### config.mk
export PLATFORM = sky130hd
export DESIGN_NAME = muldiv_unit
export DESIGN_NICKNAME = d
export VERILOG_FILES = /design/src/rtl/alu_pkg.sv /design/src/rtl/muldiv_unit.sv
export SDC_FILE = /design/constraint.sdc
export NUM_CORES = 1
export LEC_CHECK = 0
export CORE_ASPECT_RATIO = 1.75
export CORE_MARGIN = 1.5
export CORE_UTILIZATION = 40
export CTS_CLUSTER_DIAMETER = 150
export CTS_CLUSTER_SIZE = 24
export DETAILED_ROUTE_END_ITERATION = 7
export HOLD_SLACK_MARGIN = 0.08
export SLEW_MARGIN = 0
export SYNTH_ARGS = -nofsm -noshare
export SYNTH_HDL_FRONTEND = slang
export SYNTH_SLANG_ARGS = --single-unit
### constraint.sdc
create_clock -name clk -period 4.4 [get_ports clk]
set_clock_uncertainty 0.15 [all_clocks]
set_input_delay 0.88 -clock clk [delete_from_list [all_inputs] [get_ports clk]]
set_output_delay 0.88 -clock clk [all_outputs]
set_load 0.01 [all_outputs]
### src/rtl/alu_pkg.sv
// Opcodes shared by the execute-stage ALU, decode and the multiply/divide unit,
// plus the multiply/divide controller state type.
package alu_pkg;

    localparam logic [3:0] SUM         = 4'b0000;
    localparam logic [3:0] SUBTRACT    = 4'b0001;
    localparam logic [3:0] MULTIPLY    = 4'b0010;
    localparam logic [3:0] DIVIDE      = 4'b0011;
    localparam logic [3:0] BITWISE_NOT = 4'b0110;
    localparam logic [3:0] EQUAL       = 4'b1010;
    localparam logic [3:0] DIFFERENT   = 4'b1011;
    localparam logic [3:0] GREATER     = 4'b1100;
    localparam logic [3:0] LESS        = 4'b1101;

    typedef enum logic [1:0] {
        IDLE = 2'b00,
        MUL  = 2'b01,
        DIV  = 2'b10,
        DONE = 2'b11
    } muldiv_state_t;

endpackage

### src/rtl/muldiv_unit.sv
// Iterative unsigned multiplier (shift-add) / divider (restoring), one step per
// clock, with a start/done handshake and registered results on lo/hi.
module muldiv_unit
    import alu_pkg::*;
#(
    parameter int unsigned WIDTH = 32
) (
    input  logic             clk,
    input  logic             rst_n,
    input  logic             start,
    input  logic [3:0]       sel,
    input  logic [WIDTH-1:0] op1,
    input  logic [WIDTH-1:0] op2,
    output logic             busy,
    output logic             done,
    output logic [WIDTH-1:0] lo,
    output logic [WIDTH-1:0] hi,
    output logic             div_by_zero
);

    localparam int unsigned CW = $clog2(WIDTH) + 1;

    muldiv_state_t    state_q;
    logic [CW-1:0]    cnt_q;
    logic [WIDTH:0]   rem_q;   // multiply: accumulator upper half; divide: partial remainder
    logic [WIDTH-1:0] quo_q;   // multiply: accumulator lower half; divide: quotient
    logic [WIDTH-1:0] opb_q;
    logic [WIDTH-1:0] lo_q, hi_q;
    logic             busy_q, done_q, dbz_q;

    logic             is_mul;
    logic             last;
    logic             accept;
    logic [WIDTH:0]   add_a;
    logic [WIDTH+1:0] addsub;
    logic [WIDTH:0]   upper;
    logic [WIDTH:0]   rem_d;
    logic [WIDTH-1:0] quo_d;

    // Single adder: plain add for multiply, subtract (invert + carry-in) for divide.
    always_comb begin
        is_mul = (state_q == MUL);
        add_a  = is_mul ? {1'b0, rem_q[WIDTH-1:0]} : {rem_q[WIDTH-1:0], quo_q[WIDTH-1]};
        addsub = {1'b0, add_a}
               + (is_mul ? {2'b00, opb_q} : ~{2'b00, opb_q})
               + {{(WIDTH+1){1'b0}}, ~is_mul};
        upper  = quo_q[0] ? addsub[WIDTH:0] : {1'b0, rem_q[WIDTH-1:0]};
        rem_d  = rem_q;
        quo_d  = quo_q;
        if (is_mul) begin
            rem_d = {1'b0, upper[WIDTH:1]};
            quo_d = {upper[0], quo_q[WIDTH-1:1]};
        end else if (addsub[WIDTH+1]) begin
            rem_d = add_a;
            quo_d = {quo_q[WIDTH-2:0], 1'b0};
        end else begin
            rem_d = addsub[WIDTH:0];
            quo_d = {quo_q[WIDTH-2:0], 1'b1};
        end
        last   = (cnt_q == CW'(WIDTH - 1));
        accept = start && (sel == MULTIPLY || sel == DIVIDE);
    end

    always_ff @(posedge clk or negedge rst_n) begin
        if (!rst_n) begin
            state_q <= IDLE;
            cnt_q   <= '0;
            rem_q   <= '0;
            quo_q   <= '0;
            opb_q   <= '0;
            lo_q    <= '0;
            hi_q    <= '0;
            busy_q  <= 1'b0;
            done_q  <= 1'b0;
            dbz_q   <= 1'b0;
        end else begin
            case (state_q)
                IDLE, DONE: begin
                    if (accept) begin
                        cnt_q <= '0;
                        opb_q <= op2;
                        quo_q <= op1;
                        rem_q <= '0;
                        if (sel == DIVIDE && op2 == '0) begin
                            state_q <= DONE;
                            busy_q  <= 1'b0;
                            done_q  <= 1'b1;
                            dbz_q   <= 1'b1;
                            lo_q    <= '1;
                            hi_q    <= op1;
                        end else begin
                            state_q <= (sel == MULTIPLY) ? MUL : DIV;
                            busy_q  <= 1'b1;
                            done_q  <= 1'b0;
                            dbz_q   <= 1'b0;
                        end
                    end else begin
                        if (state_q == DONE) state_q <= IDLE;
                        done_q <= 1'b0;
                    end
                end
                MUL, DIV: begin
                    rem_q <= rem_d;
                    quo_q <= quo_d;
                    cnt_q <= cnt_q + 1'b1;
                    if (last) begin
                        state_q <= DONE;
                        busy_q  <= 1'b0;
                        done_q  <= 1'b1;
                        lo_q    <= quo_d;
                        hi_q    <= rem_d[WIDTH-1:0];
                    end
                end
                default: state_q <= IDLE;
            endcase
        end
    end

    assign busy        = busy_q;
    assign done        = done_q;
    assign lo          = lo_q;
    assign hi          = hi_q;
    assign div_by_zero = dbz_q;

endmodule

# Word level (Yosys, flattened, before mapping)
# Index checks and enable logic that the tools add are counted.
[totals] ff_bits=171 input_bits=71 elab_cells=71
[op_classes] addsub=3 eq_ne=10 n_mux=35 bitwise=2 reduce_logical=11
[op_table] op="32-bit 2-to-1 mux" count=11
[op_table] op="32-bit one-hot mux with 2 select lines" count=4
[op_table] op="33-bit 2-to-1 mux" count=2
[op_table] op="33-bit by 34-bit adder with 34-bit output" count=1
[op_table] op="34-bit by 1-bit adder with 34-bit output" count=1
[op_table] op="34-bit 2-to-1 mux" count=1
[op_table] op="32-bit inverter with 34-bit output" count=1
[op_table] op="32-bit zero test" count=1
[op_table] op="6-bit one-hot mux with 2 select lines" count=1
[op_table] op="2-bit 2-to-1 mux" count=5
[op_table] op="4-bit by 2-bit == test with 1-bit output (second input constant)" count=2
[op_table] op="1-bit 2-to-1 mux" count=7
[op_table] op="6-bit by 1-bit adder with 6-bit output (second input constant)" count=1
[op_table] op="6-bit by 5-bit == test with 1-bit output (second input constant)" count=1
[op_table] op="6-bit 2-to-1 mux" count=1
[op_table] op="2-bit != test (second input constant)" count=3
[op_table] op="2-bit AND reduction" count=3
[op_table] op="2-bit == test (second input constant)" count=2
[op_table] op="1-bit one-hot mux with 2 select lines" count=2
[op_table] op="2-bit one-hot mux with 2 select lines" count=1
[op_table] op="2-bit OR reduction" count=2
[op_table] op="3-bit != test (second input constant)" count=1
[op_table] op="3-bit AND reduction" count=1
[op_table] op="2-bit by 1-bit == test with 1-bit output (second input constant)" count=1
[op_table] op="other kinds (4)" count=5

# Depth between registers and ports, before layout
# Gate-level depths: netlist of run 1.
[depth] depth_word=8 mapped_depth=21 depth_no_buf=15

# Worst setup path after synthesis of run 1
# OpenSTA, ideal clock, no wires.
[synth_path] path_kind="register -> register" from="register state_q[1]" to="register hi_q[16] (netlist: hi[16])" setup_time_ns=0.135 arrival_time_ns=4.369 required_time_ns=4.115 slack_ns=-0.254 path_stages_with_launch=21 cell_sequence="dfrtp_1 inv_1 ha_1 buf_2 clkbuf_1 clkbuf_1 buf_1 xnor2_1 ha_1 clkbuf_1 nand2_1 or4_1 o21ai_1 nor4_4 a21o_1 nand3_4 nand2_4 buf_6 or3_4 a31oi_4 o221ai_2"
[synth_between] elab_chain_cells=8 word_cells_on_any_way=20 classes_between="add/sub: 2; eq/ne: 6; mux: 7; bitwise: 1; reduce/logical: 4"
[synth_lines] element="start: declaration" line="muldiv_unit.sv:23" text="muldiv_state_t state_q;"
[synth_lines] element="start signal: assignment" line="muldiv_unit.sv:92" text="state_q <= (sel == MULTIPLY) ? MUL : DIV;"
[synth_lines] element="2-bit by 1-bit == test with 1-bit output" line="muldiv_unit.sv:42, muldiv_unit.sv:77"
[synth_lines] element="33-bit 2-to-1 mux / 34-bit 2-to-1 mux (equally long branches)" line="muldiv_unit.sv:43, muldiv_unit.sv:45"
[synth_lines] element="33-bit by 34-bit adder with 34-bit output" line="muldiv_unit.sv:45" text="+ (is_mul ? {2'b00, opb_q} : ~{2'b00, opb_q})"
[synth_lines] element="34-bit by 1-bit adder with 34-bit output" line="muldiv_unit.sv:46" text="+ {{(WIDTH+1){1'b0}}, ~is_mul};"
[synth_lines] element="32-bit 2-to-1 mux / 33-bit 2-to-1 mux (equally long branches)" line="muldiv_unit.sv:53, muldiv_unit.sv:47"
[synth_lines] element="32-bit 2-to-1 mux" line="muldiv_unit.sv:50" text="if (is_mul) begin"
[synth_lines] element="32-bit 2-to-1 mux" line="muldiv_unit.sv:106" text="if (last) begin"
[synth_lines] element="32-bit one-hot mux with 2 select lines" line="muldiv_unit.sv:77" text="case (state_q)"
[synth_lines] element="end signal: assignment" line="muldiv_unit.sv:90" text="hi_q <= op1;"
[synth_lines] element="end signal: assignment" line="muldiv_unit.sv:111" text="hi_q <= rem_d[WIDTH-1:0];"
[synth_lines] element="end: declaration" line="muldiv_unit.sv:28" text="logic [WIDTH-1:0] lo_q, hi_q;"
# Several ways; a longest one is shown, not always the timed one. The select of a mux whose other input is x is not followed.
# A chain may end at the register's enable or synchronous reset.

# Worst setup path in the final report of run 1
[layout_path] from="register state_q[0]" to="register rem_q[30]"
[layout_between] elab_chain_cells=7 word_cells_on_any_way=16 classes_between="add/sub: 2; eq/ne: 4; mux: 6; bitwise: 1; reduce/logical: 3"
[layout_lines] element="2-bit by 1-bit == test with 1-bit output" line="muldiv_unit.sv:42, muldiv_unit.sv:77"
[layout_lines] element="33-bit 2-to-1 mux / 34-bit 2-to-1 mux (equally long branches)" line="muldiv_unit.sv:43, muldiv_unit.sv:45"
[layout_lines] element="33-bit by 34-bit adder with 34-bit output" line="muldiv_unit.sv:45"
[layout_lines] element="34-bit by 1-bit adder with 34-bit output" line="muldiv_unit.sv:46"
[layout_lines] element="32-bit 2-to-1 mux / 33-bit 2-to-1 mux (equally long branches)" line="muldiv_unit.sv:53, muldiv_unit.sv:47"
[layout_lines] element="32-bit 2-to-1 mux" line="muldiv_unit.sv:50"
[layout_lines] element="32-bit one-hot mux with 2 select lines" line="muldiv_unit.sv:77"
[layout_lines] element="end signal: assignment" line="muldiv_unit.sv:103" text="rem_q <= rem_d;"
[layout_lines] element="end: declaration" line="muldiv_unit.sv:25" text="logic [WIDTH:0] rem_q;"
# Several ways; a longest one is shown, not always the timed one.

==> results.py, run 1 <==
metrics = {
    "worst_setup_path": {
        "startpoint": "state_q[0]",
        "arrival_ns": 4.43,
        "worstSetupPathType": "register to register",
        "r2r_setup_slack_ns": 0.15,
        "crit_fanout": 22,
        "r2r-start": "state_q[0]",
        "required_ns": 4.58,
        "crit_path_end_kind": "register",
        "cp-start-kind": "register",
    },
    "sta": {
        "fmax_mhz": 236,
        "setup_viol": 0,
        "drv_slew": 0,
        "holdWs_ns": 0.281,
        "hold_violations": 0,
        "maxSlewHeadroom_pct": 50.6,
        "period_share_pct": 96.5,
        "tightest_slew_ns": 0.741,
        "period_needed_ns": 4.25,
    },
    "detailed_routing": {
        "routedWlPerCell_um": 18.9,
        "dr_total_vias": 9742,
        "ant_nets": 0,
        "routed_via_density": 5.52,
        "drt_pass1_iterations": 5,
        "drt-total-wl_um": 33300,
        "dr.first_iter.drc_count": 518,
        "remaining_drc_errors": 0,
    },
    "placement": {
        "gp_congestion": 0.911,
        "place.detailed.hpwl_um": 25200,
        "place_area_um2": 13300,
        "port_buffers": 137,
    },
    "synthesis": {
        "syn_inst": 1204,
        "synth_warnings": 0,
        "syn_nets": 1311,
        "synthArstFlopShare_pct": 100,
        "ys_ff_latch": 171,
        "synth_area_um2": 11000,
        "synthFlopType": "dfrtp_1",
        "synth_edf_count": 0,
        "synth_cell_types": 76,
        "synth.avg_cell_area_um2": 9.11,
        "ys_seq_area_share_pct": 39.0,
    },
    "layout": {
        "antenna_cells": 0,
        "multiInputGateArea_um2": 6380,
        "fin_util_pct": 51.7,
        "drive_gt1_share_pct": 17.9,
        "mostFrequentLayoutCells": "dfrtp_1, nand2_1, clkdlybuf4s50_1, a21oi_1, buf_4",
        "fillCellCount": 2592,
        "regArea_um2": 4280,
        "final_common_cell": "dfrtp_1",
        "fin_nets": 1490,
        "areaGrowthSynthToFinish_pct": 27.9,
        "design_area_um2": 14000,
    },
    "cts": {
        "clock_latency_ns": 0.46,
        "cts_tree": "built",
        "htree_levels": 4,
        "cts_sinks": 171,
        "ctsRootBufferMaster": "clkbuf_16",
        "clockBufferDepth": 2,
        "cts_buffers": 17,
        "cts.reportedPaths.clkPinSlew_ns": 0.07,
    },
    "floorplan": {
        "num_rows": 80,
        "die-area_um2": 28500,
        "core_area_um2": 27100,
        "die_w_um": 128,
        "initial_utilization_pct": 40.4,
        "dieHeight_um": 222,
        "top_level_ports": 138,
    },
    "grt": {
        "grt-ovfl-total": 0,
        "antenna_found_initial": 0,
        "grt_max_degree": 77,
        "first_global_vias": 9845,
        "grt_usage_pct": 24.4,
        "grt_first_pass_wirelength_um": 54100,
    },
    "flow_run": {
        "maxCapViolCount": 0,
    },
    "run_status": {
        "status": "complete, no violations",
    },
    "hold_path": {
        "holdCritPathClass": "input pin to asynchronous set/reset pin",
    },
}
-- repair_timing --
action | in CTS | in global routing
endpoints found under the setup margin | 5 | 49
pin swaps | 1 | 3
cloned | 0 | 0
hold buffers | 0 | 0
setup buffers | 1 | 4
gates resized for setup | 1 | 22
-- synthesized netlist by cell type, types with 18 or more instances --
| master | count | area [um2] |
|---|---|---|
| o21ai_0 | 77 | 385 |
| dfrtp_1 | 171 | 4280 |
| mux2_2 | 76 | 856 |
| a211oi_1 | 33 | 248 |
| mux2i_1 | 53 | 531 |
| a31oi_1 | 35 | 219 |
| a21oi_1 | 108 | 541 |
| inv_1 | 18 | 67.6 |
| nand2_1 | 153 | 574 |
| xnor2_1 | 52 | 455 |
| and2_1 | 25 | 156 |
| nor2_1 | 76 | 285 |
| nand3_1 | 19 | 95.1 |
| clkbuf_1 | 65 | 244 |
| ha_1 | 35 | 438 |
-- final cells by class --
cell class | count | area share, %
multi-input cells | 930 | 45.5
flip-flops and latches | 171 | 30.5
repair buffers | 243 | 15.8
well taps | 369 | 3.29
clock buffers | 19 | 3.23
clock inverters | 13 | 1.11
inverters | 20 | 0.535
-- layer usage --
metal  up-vias  GRT usage [%]  wire [um]
li1       4702              -          -
met3        56           2.87       1000
met5         -              0          0
met2       251           43.5      17500
met1      4733           29.6      13800
met4         0           9.60        986
-- state kept, by name (all words and copies together), names as in the netlist --
| name | cells |
|---|---|
| hi | 32 |
| rem_q | 32 |
| done | 1 |
| lo | 32 |
| quo_q | 32 |
| cnt_q | 6 |
| busy | 1 |
| opb_q | 32 |
| div_by_zero | 1 |
| state_q | 2 |
-- metrics by stage --
| stage | setup WS, ns | setup TNS (ns) | cells |
|---|---|---|---|
| after global placement | 0.0574 | 0 | 1728 |
| after CTS | 0.0570 | 0 | 1761 |
| after detailed placement | -0.0366 | -0.0906 | 1728 |
| after global routing | -0.0235 | -0.0748 | 1765 |
| after floorplan | 0.0228 | 0 | 1204 |
| final | 0.154 | 0 | 1765 |
-- worst paths after layout --
path | cells past startpoint | to
min reg2reg | 2 | hi[2]
min | 1 | lo[28]
min in group clk | 2 | hi[2]
max in group asynchronous | 2 | opb_q[6]
max reg2reg | 16 | rem_q[30]
max | 16 | rem_q[30]
-- logic make-up (layout without fill, tap and decap cells) --
family	count (synthesis)	after routing	synth area share, %
mux	133	133	13.1
fa+ha+maj	36	36	4.17
flops	171	171	39.0
xor+xnor	65	65	5.19
buf+inv	103	295	3.76
simple gates	352	352	15.0
compound gates	344	344	19.8
-- critical path, cell delays in order, from the launching register on --
cell and delay [ns]:
dfrtp_1 0.48, ha_4 0.27, buf_6 0.20, mux2_2 0.35, ha_1 0.33, nand4_1 0.17
nor4_2 0.06, buf_4 0.12, a21boi_2 0.16, nor4_4 0.44, a21oi_2 0.16, o21ai_4 0.22
nand2_8 0.17, buf_4 0.20, mux2_1 0.32, a2bb2oi_2 0.16, o21ai_0 0.11
Power of run 1 is left out: the tool's default activity adds up to more than one toggle a clock period on the data nets, which glitch-free logic cannot reach.
==> run 2: changes to the inputs <==
--- a/config.mk
+++ b/config.mk
@@ -5,6 +5,7 @@
 export SDC_FILE = /design/constraint.sdc
 export NUM_CORES = 1
 export LEC_CHECK = 0
+export CAP_MARGIN = 20
 export CORE_ASPECT_RATIO = 1.75
 export CORE_MARGIN = 1.5
 export CORE_UTILIZATION = 40
==> results of run 2 <==
Same layout as run 1: the final DEF is identical, and so are final timing and power.
Power of run 2 is left out for the same reason.
==> run 3: changes to the inputs <==
--- a/config.mk
+++ b/config.mk
@@ -10,7 +10,7 @@
 export CORE_MARGIN = 1.5
 export CORE_UTILIZATION = 40
 export CTS_CLUSTER_DIAMETER = 150
-export CTS_CLUSTER_SIZE = 24
+export CTS_CLUSTER_SIZE = 40
 export DETAILED_ROUTE_END_ITERATION = 7
 export HOLD_SLACK_MARGIN = 0.08
 export SLEW_MARGIN = 0
==> results of run 3 <==
Same layout as run 1: the final DEF is identical, and so are final timing and power.
Power of run 3 is left out for the same reason.
